<file path="config.mk">
export PLATFORM = sky130hd
export DESIGN_NAME = branch_target_pipe_flat
export DESIGN_NICKNAME = d
export VERILOG_FILES = /design/src/rtl/branch_target_pipe_pkg.sv /design/src/rtl/branch_target_pipe_if.sv /design/src/rtl/branch_target_pipe_extract.sv /design/src/rtl/branch_target_pipe.sv /design/src/flat_wrapper.sv
export SDC_FILE = /design/constraint.sdc
export NUM_CORES = 1
export LEC_CHECK = 0
export ABC_AREA = 1
export ABC_CLOCK_PERIOD_IN_PS = 11100
export CORE_MARGIN = 3
export CORE_UTILIZATION = 32
export CTS_BUF_LIST = sky130_fd_sc_hd__clkbuf_2
export CTS_CLUSTER_DIAMETER = 120
export DETAILED_ROUTE_END_ITERATION = 8
export PLACE_DENSITY_LB_ADDON = 0.2
export SYNTH_ARGS = -nofsm -noshare
export SYNTH_HDL_FRONTEND = slang
export SYNTH_HIERARCHICAL = 1
export SYNTH_SLANG_ARGS = --single-unit
</file>
<file path="constraint.sdc">
create_clock -name clk -period 11.1 [get_ports clk]
set_input_delay 1.11 -clock clk [delete_from_list [all_inputs] [get_ports clk]]
set_output_delay 1.11 -clock clk [all_outputs]
set_load 0.02 [all_outputs]
</file>
<file path="src/rtl/branch_target_pipe_pkg.sv">
// Shared types and helpers for the branch-target pipeline: immediate format enum,
// field bit positions and a generic sign-extension function.
package sext_pkg;

  // Width produced by sext(); modules slice it down to their XLEN (32..64).
  localparam int SEXT_W = 64;

  typedef enum logic [1:0] {
    SEL_CB = 2'd0,
    SEL_B  = 2'd1,
    SEL_D  = 2'd2,
    SEL_I  = 2'd3
  } imm_sel_e;

  localparam int CB_MSB = 23;
  localparam int CB_LSB = 5;
  localparam int B_MSB  = 25;
  localparam int B_LSB  = 0;
  localparam int D_MSB  = 20;
  localparam int D_LSB  = 12;
  localparam int I_MSB  = 21;
  localparam int I_LSB  = 10;

  // value holds the field right-aligned; msb is the index of its sign bit.
  // The field is pushed to the top of the word, then shifted back arithmetically.
  function automatic logic [SEXT_W-1:0] sext(input logic [31:0] value, input int msb);
    logic signed [SEXT_W-1:0] aligned;
    aligned = {value, 32'd0} << (31 - msb);
    return aligned >>> (SEXT_W - 1 - msb);
  endfunction

endpackage

</file>
<file path="src/rtl/branch_target_pipe_if.sv">
// Handshake bundle for branch_target_pipe: upstream valid/ready request and
// downstream valid/ready result.
interface branch_target_pipe_if #(
    parameter int XLEN = 64
);
  import sext_pkg::*;

  logic            in_valid;
  logic            in_ready;
  logic [31:0]     instr;
  logic [XLEN-1:0] pc;
  imm_sel_e        imm_sel;

  logic            out_valid;
  logic            out_ready;
  imm_sel_e        out_sel;
  logic [XLEN-1:0] imm_ext;
  logic [XLEN-1:0] target;
  logic            out_ovf;

  modport master (
      output in_valid, instr, pc, imm_sel, out_ready,
      input  in_ready, out_valid, out_sel, imm_ext, target, out_ovf
  );

  modport slave (
      input  in_valid, instr, pc, imm_sel, out_ready,
      output in_ready, out_valid, out_sel, imm_ext, target, out_ovf
  );

endinterface

</file>
<file path="src/rtl/branch_target_pipe_extract.sv">
// Combinational immediate extractor: picks the field for the selected format and
// sign- or zero-extends it to XLEN.
module imm_field_extract
  import sext_pkg::*;
#(
    parameter int XLEN = 64
) (
    input  logic [31:0]     instr,
    input  imm_sel_e        imm_sel,
    output logic [XLEN-1:0] imm_ext
);

  logic [SEXT_W-1:0] wide_next;

  always_comb begin
    wide_next = '0;
    case (imm_sel)
      SEL_CB: wide_next = sext(32'(instr[CB_MSB:CB_LSB]), CB_MSB - CB_LSB);
      SEL_B:  wide_next = sext(32'(instr[B_MSB:B_LSB]), B_MSB - B_LSB);
      SEL_D:  wide_next = sext(32'(instr[D_MSB:D_LSB]), D_MSB - D_LSB);
      SEL_I:  wide_next = SEXT_W'(instr[I_MSB:I_LSB]);
      default: wide_next = '0;
    endcase
  end

  assign imm_ext = wide_next[XLEN-1:0];

endmodule

</file>
<file path="src/rtl/branch_target_pipe.sv">
// Two-stage immediate extractor and branch-target generator with valid/ready and flush.
// Define SEXT_OVF_CHK_EN to produce the unsigned address-wrap flag on out_ovf.
module branch_target_pipe
  import sext_pkg::*;
#(
    parameter int XLEN     = 64,
    parameter int BR_SHIFT = 2
) (
    input logic clk,
    input logic reset,
    input logic flush,
    branch_target_pipe_if.slave bus
);

  logic            s1_valid_reg;
  logic [XLEN-1:0] s1_imm_reg;
  logic [XLEN-1:0] s1_pc_reg;
  imm_sel_e        s1_sel_reg;

  logic            s2_valid_reg;
  logic [XLEN-1:0] s2_imm_reg;
  logic [XLEN-1:0] s2_target_reg;
  imm_sel_e        s2_sel_reg;
  logic            s2_ovf_reg;

  logic            s2_advance;
  logic            s1_advance;
  logic            accept;
  logic [XLEN-1:0] imm_s0;
  logic            is_branch;
  logic [XLEN-1:0] offset;
  logic [XLEN-1:0] target_next;
  logic            ovf_next;

  imm_field_extract #(
      .XLEN(XLEN)
  ) u_extract (
      .instr  (bus.instr),
      .imm_sel(bus.imm_sel),
      .imm_ext(imm_s0)
  );

  // in_ready depends on out_ready only through s2_advance; nothing from in_valid.
  assign s2_advance   = !s2_valid_reg || bus.out_ready;
  assign s1_advance   = s1_valid_reg && s2_advance;
  assign bus.in_ready = !flush && (!s1_valid_reg || s1_advance);
  assign accept       = bus.in_valid && bus.in_ready;

  assign is_branch = (s1_sel_reg == SEL_CB) || (s1_sel_reg == SEL_B);
  assign offset    = s1_imm_reg << BR_SHIFT;

`ifdef SEXT_OVF_CHK_EN
  logic [XLEN:0] sum;

  assign sum         = {1'b0, s1_pc_reg} + {1'b0, offset};
  assign target_next = is_branch ? sum[XLEN-1:0] : s1_imm_reg;
  // Negative offset wraps below zero when there is no carry; positive wraps above on carry.
  assign ovf_next    = is_branch && (offset[XLEN-1] ? !sum[XLEN] : sum[XLEN]);
`else
  assign target_next = is_branch ? (s1_pc_reg + offset) : s1_imm_reg;
  assign ovf_next    = 1'b0;
`endif

  // Stage 1 payload is only meaningful under s1_valid_reg, so it carries no reset.
  always_ff @(posedge clk) begin
    if (accept) begin
      s1_imm_reg <= imm_s0;
      s1_pc_reg  <= bus.pc;
      s1_sel_reg <= bus.imm_sel;
    end
  end

  always_ff @(posedge clk) begin
    if (reset) begin
      s1_valid_reg  <= 1'b0;
      s2_valid_reg  <= 1'b0;
      s2_imm_reg    <= '0;
      s2_target_reg <= '0;
      s2_sel_reg    <= SEL_CB;
      s2_ovf_reg    <= 1'b0;
    end else if (flush) begin
      s1_valid_reg <= 1'b0;
      s2_valid_reg <= 1'b0;
    end else begin
      if (s2_advance) begin
        s2_valid_reg <= s1_valid_reg;
        // Payload only moves with a real entry so outputs stay zero until the first result.
        if (s1_valid_reg) begin
          s2_imm_reg    <= s1_imm_reg;
          s2_target_reg <= target_next;
          s2_sel_reg    <= s1_sel_reg;
          s2_ovf_reg    <= ovf_next;
        end
      end
      if (accept) begin
        s1_valid_reg <= 1'b1;
      end else if (s1_advance) begin
        s1_valid_reg <= 1'b0;
      end
    end
  end

  assign bus.out_valid = s2_valid_reg;
  assign bus.out_sel   = s2_sel_reg;
  assign bus.imm_ext   = s2_imm_reg;
  assign bus.target    = s2_target_reg;
  assign bus.out_ovf   = s2_ovf_reg;

endmodule

</file>
<file path="src/flat_wrapper.sv">
// flat-port wrapper written by rule: the top's interface ports become plain ports
module branch_target_pipe_flat import sext_pkg::*;
#(
    parameter int XLEN     = 64,
    parameter int BR_SHIFT = 2
)
  (clk, reset, flush, bus_in_valid, bus_instr, bus_pc, bus_imm_sel, bus_out_ready, bus_in_ready, bus_out_valid, bus_out_sel, bus_imm_ext, bus_target, bus_out_ovf);
  branch_target_pipe_if #(.XLEN(XLEN)) bus_i ();
  input logic clk;
  input logic reset;
  input logic flush;
  input wire logic [$bits(bus_i.in_valid)-1:0] bus_in_valid;
  input wire logic [$bits(bus_i.instr)-1:0] bus_instr;
  input wire logic [$bits(bus_i.pc)-1:0] bus_pc;
  input wire logic [$bits(bus_i.imm_sel)-1:0] bus_imm_sel;
  input wire logic [$bits(bus_i.out_ready)-1:0] bus_out_ready;
  output wire logic [$bits(bus_i.in_ready)-1:0] bus_in_ready;
  output wire logic [$bits(bus_i.out_valid)-1:0] bus_out_valid;
  output wire logic [$bits(bus_i.out_sel)-1:0] bus_out_sel;
  output wire logic [$bits(bus_i.imm_ext)-1:0] bus_imm_ext;
  output wire logic [$bits(bus_i.target)-1:0] bus_target;
  output wire logic [$bits(bus_i.out_ovf)-1:0] bus_out_ovf;
  assign bus_i.in_valid = bus_in_valid;
  assign bus_i.instr = bus_instr;
  assign bus_i.pc = bus_pc;
  assign bus_i.imm_sel = bus_imm_sel;
  assign bus_i.out_ready = bus_out_ready;
  assign bus_in_ready = bus_i.in_ready;
  assign bus_out_valid = bus_i.out_valid;
  assign bus_out_sel = bus_i.out_sel;
  assign bus_imm_ext = bus_i.imm_ext;
  assign bus_target = bus_i.target;
  assign bus_out_ovf = bus_i.out_ovf;
  branch_target_pipe #(.XLEN(XLEN), .BR_SHIFT(BR_SHIFT)) u_core (.clk(clk), .reset(reset), .flush(flush), .bus(bus_i));
endmodule
</file>
==> implementation parameters, run 1 <==
Parameter                              Value

Status
  Result of the run    finished, final reports clean

Floorplanning
  Chip Width    ~230 µm
  Overall die height    approximately 230 µm
  Number of top-level pins    236
  Floorplan die area    51300 µm²
  Core region area    47800 µm²
  Std cell rows    80
  Initial core utilization    0.325

Synth
  Area share of the leading cell type in the synthesized netlist    0.251
  Count of mapped cells out of synthesis    approximately 2200
  Number of storage elements in the synthesis netlist    262
  Synthesized netlist net count    2325
  Number of warnings issued by yosys    6
  Synthesized area per cell    7.20 µm²
  Mapped Area    15500 µm²
  Area leader, netlist    edfxtp_1
  Seq/Total Area, Yosys    0.421
  Top cells by area, synth    edfxtp_1, nand2_1, dfxtp_1, inv_1, a21oi_1
  Cell variety after synth    38

Power and ir drop
  Worst VDD drop    0.0000651 V
  Final Power    roughly 2.3 mW
  Leakage power total    between 8 and 9 nW
  Power per unit of standard cell area    about 120 nW/µm²

CTS
  Number of setup buffers added after CTS    0
  CTS H-Tree Depth    3
  Clock root buffer master    clkbuf_2
  Clock Latency Late Sink    1.00 ns
  Inserted Clock Buffers    76
  Post-CTS Hold Fix Bufs    0
  TritonCTS clock tree    built
  Number of instances resized during post-cts repair    0
  Sinks on Clock Net    between 200 and 300
  CTS Buffer Depth    3
  Clock edge transition at the registers on the reported setup and hold paths    0.08 ns

Placement
  Count of buffers inserted at the top-level ports    228
  Routability Congestion    0.903
  Post-DP HPWL    40.5 mm
  Placed cells    2904
  Pre-CTS setup slack    between 7 and 8 ns

Timing
  Setup TNS    0 ns
  Tightest Pin Transition    0.996 ns
  Worst path setup slack after routing    7.29 ns
  RSZ-0062 raised after global routing    false
  Number of failing hold endpoints at the final stage    0
  Number of slew-limit violations in the final report    0
  Total of endpoints with negative setup slack in the final report    0
  Headroom to the max-slew limit    0.334
  Post-route clock period utilization    0.344
  Fmax    0.262 GHz
  Final setup skew    0.0821 ns
  Fin crit period    between 3 and 4 ns

Setup path
  Slowest cell on crit path    clkdlybuf4s50_1
  Data arrival, critical path    approximately 2.7 ns
  Startpoint Class    input pin
  Source of the critical timing path    bus_out_ready
  Crit-path max cell delay    0.53 ns
  Highest fanout seen on the critical path    2
  Startpoint of the worst register-to-register path    u_core/s1_imm_reg[0]$_DFFE_PP_
  Crit-path most repeated cell    inv_1
  Sequence of cells on the critical path    clkdlybuf4s50_1 > nor2_1 > inv_1 > nor2_1 > inv_1 > nand2_1 > inv_1 > clkdlybuf4s50_1
  Required time of the worst setup path    9.99 ns
  Kind of capture point of the worst setup path    primary output
  Worst Setup Path Type    in2out

Route
  Number of vias after detailed routing    14100
  Pre-Repair DR Iteration Count    7
  Avg Vias per Cell    4.65
  DRC errors left    0
  ANT nets after route    0
  Violation count after the first detailed-route iteration    808
  WL final    51.9 mm
  DR WL/cell    17.0 µm

Global routing
  Via count of the first global-routing pass    13800
  Wire length of the first global-routing pass    79.5 mm
  Pin count of the biggest net entering global routing    92
  Tot GR Track Use    0.203
  Antenna violations before repair    1
  Sum of overflow across all layers after global routing    0

Cells and area
  Most common cell after layout, fill and taps aside    nand2_1
  Fillers    5143
  Most frequent cells in the layout    nand2_1, inv_1, clkdlybuf4s50_1, a21oi_1, nor2_1
  Synth-to-Final Area Change    20.9%
  Share of the core filled with cells in the final layout    0.393
  Number of nets in the final layout    2532
  Fraction of final layout cells with drive strength greater than 1    0.0919
  Cell Count, Final, Fillers Out    3044

Worst hold path
  Worst min-delay path category    reg2reg
  Start point of the worst hold path    u_core/bus.imm_ext[14]$_SDFFE_PP0P_

Run
  Count of maximum capacitance violations    0
-- synthesized netlist by cell type --
cell and instances:
nor3_4 1, inv_2 12, a21oi_1 177, nand2_2 22, inv_1 339, nor4_2 1, nor2_1 140, nand2_1 714
buf_6 5, o21bai_2 1, buf_1 9, xor2_1 25, clkbuf_1 40, o21bai_1 5, buf_4 40, nor2_2 25
a211oi_1 40, buf_2 12, conb_1 1, o211ai_1 1, nand4_1 23, inv_6 1, nand3_1 100, dfxtp_1 132
nand3_2 8, ha_1 61, nor3_1 4, fa_1 1, o21ai_1 9, o21ai_0 59, edfxtp_1 130, clkinv_1 2
nand3_4 1, and2_1 1, nor2_4 3, a21oi_2 4, xnor2_1 2, nor3_2 9
-- final timing paths --
kind / to / slack [ns] / cells after the start
hold / removal: u_core/bus.imm_ext[14]$_SDFFE_PP0P_ / 0.46 / 2
setup / recovery: bus_in_ready / 7.29 / 8
hold reg to reg: u_core/bus.imm_ext[14]$_SDFFE_PP0P_ / 0.46 / 2
setup reg to reg: u_core/bus.target[42]$_SDFFE_PP0P_ / 8.24 / 14
-- per-layer routing --
metal,track usage,vias to the layer above,part of all wire
met4,0.0605,0,0.020
li1,-,7275,-
met5,0,-,0
met3,0.0378,61,0.053
met2,0.322,342,0.45
met1,0.284,6466,0.48
-- stage by stage --
step | instance area [µm²] | hold slack (ns)
after floorplan | 15500 | 0.447
after global placement | 18100 | 0.453
after detailed placement | 18100 | 0.452
after CTS | 18800 | 0.464
after global routing | 18800 | 0.484
final | 18800 | 0.464
-- cells by family (layout without fill, tap and decap cells) --
group / Yosys count / after routing / share of synthesized area
AOI/OAI and AO/OA: 296 / 296 / 0.104
xor gates and xnor gates: 27 / 27 / 0.0152
adders and majority gates: 62 / 62 / 0.0504
buffers and inverters: 460 / 727 / 0.124
DFF: 262 / 262 / 0.421
other: 1 / 3 / 0.000241
and+or+nand+nor: 1052 / 1052 / 0.284
-- area by class of cell --
| type | instances | area, µm² | share of cell area |
|---|---|---|---|
| tap | 615 | 769 | 0.0410 |
| sequential | 262 | 6550 | 0.348 |
| clock inverter | 23 | 144 | 0.00766 |
| clock buffer | 115 | 576 | 0.0306 |
| antenna | 2 | 5.00 | 0.000266 |
| timing repair buffer | 235 | 2330 | 0.124 |
| multi-input combinational | 1438 | 7080 | 0.377 |
| inverter | 354 | 1340 | 0.0713 |
-- power breakdown --
part,internal [mW],switching [mW],leakage (nW)
Sequential,1.06,0.0207,2.30
Combinational,0.155,0.300,5.76
Clock,0.323,0.422,0.556
-- worst max-delay path, delay by kind of cell --
family	cells	cell delay [ns]
simple gates	3	0.45
buf+inv	5	1.13
Note: power is estimated with default switching activity, not from simulation.
==> run 2, diff against run 1 <==
--- a/config.mk
+++ b/config.mk
@@ -6,7 +6,7 @@
 export NUM_CORES = 1
 export LEC_CHECK = 0
 export ABC_AREA = 1
-export ABC_CLOCK_PERIOD_IN_PS = 11100
+export ABC_CLOCK_PERIOD_IN_PS = 3500
 export CORE_MARGIN = 3
 export CORE_UTILIZATION = 32
 export CTS_BUF_LIST = sky130_fd_sc_hd__clkbuf_2
==> constraint.sdc (replaced) <==
create_clock -name clk -period 3.5 [get_ports clk]
set_input_delay 0.35 -clock clk [delete_from_list [all_inputs] [get_ports clk]]
set_output_delay 0.35 -clock clk [all_outputs]
set_load 0.02 [all_outputs]
==> run 2 against run 1 <==
  * Utilization rose by 1.8 points
  * Worst setup slack got worse by 6.7 ns
  * Largest power group unchanged
  * Combinational power rose to 3.4 times the previous value
  * Critical path type is now reg2out
  * Global-route usage rose by 0.54 points
  * Non-clock buffer count rose by 85
  * Clock power rose to 3.0 times the previous value
  * First-iteration DRC count rose by 17%
  * Critical path depth did not move
  * Critical endpoint unchanged
  * Power rose to 3.2 times the previous value
==> implementation parameters, run 2 (synthesized netlist as in run 1, its figures left out) <==
Parameter                              Value

Cells and area
  Fraction of final layout cells with drive strength greater than 1    0.0880 (-0.00387)
  Most frequent cells in the layout    nand2_1, inv_1, clkdlybuf4s50_1, a21oi_1, nor2_1
  Share of the core filled with cells in the final layout    0.410 (+0.0175)
  Fillers    5081 (-1.2%)
  Synth-to-Final Area Change    26.3%
  Cell Count, Final, Fillers Out    3129 (+2.8%)
  Most common cell after layout, fill and taps aside    nand2_1
  Register cell area after layout    6550 µm² (unchanged)
  Number of nets in the final layout    2617 (+3.4%)
  Post-route cell area    19600 µm² (+4.5%)
  Area occupied by multi-input gates    7080 µm² (about the same)

Setup path
  Top Family by Delay on Critical Path    buffers and inverters
  Required time of the worst setup path    3.15 ns (-6.84 ns)
  Logic depth of the worst path, buffers included    8 (unchanged)
  Termination of the worst setup path    bus_in_ready
  Crit-path most repeated cell    inv_1
  Highest fanout seen on the critical path    2 (unchanged)
  Sequence of cells on the critical path    inv_1 > nor2_1 > inv_1 > nor2_1 > inv_1 > nand2_1 > inv_1 > clkdlybuf4s50_1
  Startpoint Class    flop
  Startpoint of the worst register-to-register path    u_core/s1_imm_reg[0]$_DFFE_PP_
  R2R cell count    14 (unchanged)
  Crit Reg-Reg Endpoint    u_core/bus.target[56]$_SDFFE_PP0P_
  Slowest cell on crit path    clkdlybuf4s50_1
  R2R Setup Slk    0.62 ns (-7.62 ns)
  Crit-path max cell delay    0.53 ns (about the same)
  Kind of capture point of the worst setup path    primary output
  Data arrival, critical path    2.53 ns (-0.17 ns)
  Worst Setup Path Type    reg2out
  Total buffers and inverters traversed by the critical path    5 (unchanged)
  Source of the critical timing path    u_core/bus.out_valid$_SDFFE_PP0P_

Floorplanning
  Core region area    47800 µm² (unchanged)
  Overall die height    226 µm (unchanged)
  Chip Width    226 µm (unchanged)
  Floorplan die area    51300 µm² (unchanged)
  Initial core utilization    0.325 (unchanged)
  Std cell rows    80 (unchanged)
  Number of top-level pins    236 (unchanged)

Route
  WL final    53.3 mm (+2.8%)
  Pre-Repair DR Iteration Count    6 (-1)
  Number of vias after detailed routing    14300 (+1.3%)
  DRC errors left    0 (unchanged)
  ANT nets after route    0 (unchanged)
  Avg Vias per Cell    4.58 (-1.5%)
  DR WL/cell    17.0 µm (about the same)
  Violation count after the first detailed-route iteration    945 (+17%)

Worst hold path
  Worst min-delay path category    in2reg

Timing
  Tightest Pin Transition    1.06 ns (+0.0675 ns)
  Setup TNS    0 ns (unchanged)
  Worst path setup slack after routing    0.616 ns (-6.67 ns)
  Number of failing hold endpoints at the final stage    0 (unchanged)
  Final setup skew    0.0638 ns (-0.0182 ns)
  RSZ-0062 raised after global routing    false
  Fmax    roughly 0.35 GHz
  Number of slew-limit violations in the final report    0 (unchanged)
  Total of endpoints with negative setup slack in the final report    0 (unchanged)
  Headroom to the max-slew limit    0.290 (-0.0437)
  Fin crit period    2.88 ns
  Post-route clock period utilization    0.824

Placement
  Count of buffers inserted at the top-level ports    228 (unchanged)
  Post-place instance area    18200 µm² (+0.62%)
  Pre-CTS setup slack    0.747 ns (-6.29 ns)
  Routability Congestion    0.924 (+2.4%)
  Post-DP HPWL    41.0 mm (+1.2%)
  Placed cells    2913 (+0.31%)

Power and ir drop
  Share of power burned in registers    0.474 (about the same)
  Switching power of the nets    2.39 mW (+220%)
  Clock Power Share    0.315 (-0.012)
  Worst VDD drop    0.000184 V (+180%)
  Combinational power share    0.211 (+0.012)
  Internal cell power    4.84 mW (+210%)
  Sw frac    0.331 (+0.00486)
  Leakage power total    8.95 nW (+4.0%)
  Power per unit of standard cell area    368 nW/µm² (+200%)

Global routing
  Sum of overflow across all layers after global routing    0 (unchanged)
  Tot GR Track Use    0.209 (+0.00539)
  Wire length of the first global-routing pass    81.4 mm (+2.3%)
  Via count of the first global-routing pass    14300 (+3.6%)
  Antenna violations before repair    3 (+2)
  Pin count of the biggest net entering global routing    114 (+24%)

CTS
  Number of instances resized during post-cts repair    0 (unchanged)
  Post-CTS Hold Fix Bufs    76 (+76)
  Number of setup buffers added after CTS    0 (unchanged)
  Clock root buffer master    clkbuf_2
  Clock Latency Late Sink    1.03 ns (+0.03 ns)
  Sinks on Clock Net    262 (unchanged)
  Inserted Clock Buffers    76 (unchanged)
  Clock edge transition at the registers on the reported setup and hold paths    0.10 ns (+0.02 ns)
  CTS Buffer Depth    3 (unchanged)
  TritonCTS clock tree    built
  CTS H-Tree Depth    3 (unchanged)

Run
  Count of maximum capacitance violations    0 (unchanged)

Status
  Result of the run    finished, final reports clean
## run 2: cell types whose count changed in the layout (fill, tap and decap cells not counted), sizes merged
cell         before  now
dlygate4sd3       0   76
buf               8   17
clkinv           20   27
clkbuf          115  110
inv             355  353
bufinv            2    1
diode             2    3
## run 2: tightest hold or removal path: cells and delay by family
kind | cells | cell delay, ns
and+or+nand+nor | 2 | 0.18
buffers and inverters | 1 | 0.46
## run 2: stage by stage
stage	total power [mW]	hold slack, ns
floorplan	4.41	0.447
global placement	4.96	0.454
detailed placement	4.96	0.454
CTS	7.36	0.00313
global route	7.71	-0.00928
finish	7.23	0.110
## run 2: final cells by class
| type | instances | share of cell area |
|---|---|---|
| sequential | 262 | 0.334 |
| tap | 615 | 0.0392 |
| clock inverter | 27 | 0.00669 |
| multi-input combinational | 1438 | 0.360 |
| clock buffer | 110 | 0.0280 |
| timing repair buffer | 320 | 0.164 |
| antenna | 3 | 0.000382 |
| inverter | 354 | 0.0681 |
## run 2: power groups by stage
stage	registers, mW	logic [mW]	clock network (mW)
6_report	3.42	1.53	2.27
5_1_grt	3.44	1.70	2.58
4_1_cts	3.43	1.54	2.39
3_5_place_dp	3.50	1.46	0
3_3_place_gp	3.49	1.46	0
2_1_floorplan	3.53	0.878	0
## run 2: worst min path at each step
stage	depth (start not counted)	from	endpoint	slack (ns)
5_1_grt	3	bus_instr[4]	u_core/s1_imm_reg[4]$_DFFE_PP_	-0.009
3_3_place_gp	2	u_core/bus.imm_ext[14]$_SDFFE_PP0P_	u_core/bus.imm_ext[14]$_SDFFE_PP0P_	0.45
4_1_cts	3	bus_instr[4]	u_core/s1_imm_reg[4]$_DFFE_PP_	0.003
6_report	3	bus_instr[4]	u_core/s1_imm_reg[4]$_DFFE_PP_	0.11
2_1_floorplan	2	u_core/s1_sel_reg[0]$_DFFE_PP_	u_core/bus.out_sel[0]$_SDFFE_PP0P_	0.45
3_5_place_dp	2	u_core/bus.target[12]$_SDFFE_PP0P_	u_core/bus.target[12]$_SDFFE_PP0P_	0.45
## run 2: layer usage
| layer | share of wire | GRT usage | wire length [µm] |
|---|---|---|---|
| met4 | 0.014 | 0.0503 | 770 |
| met2 | 0.46 | 0.337 | 24300 |
| met1 | 0.48 | 0.286 | 25700 |
| met5 | 0 | 0 | 0 |
| met3 | 0.048 | 0.0463 | 2560 |
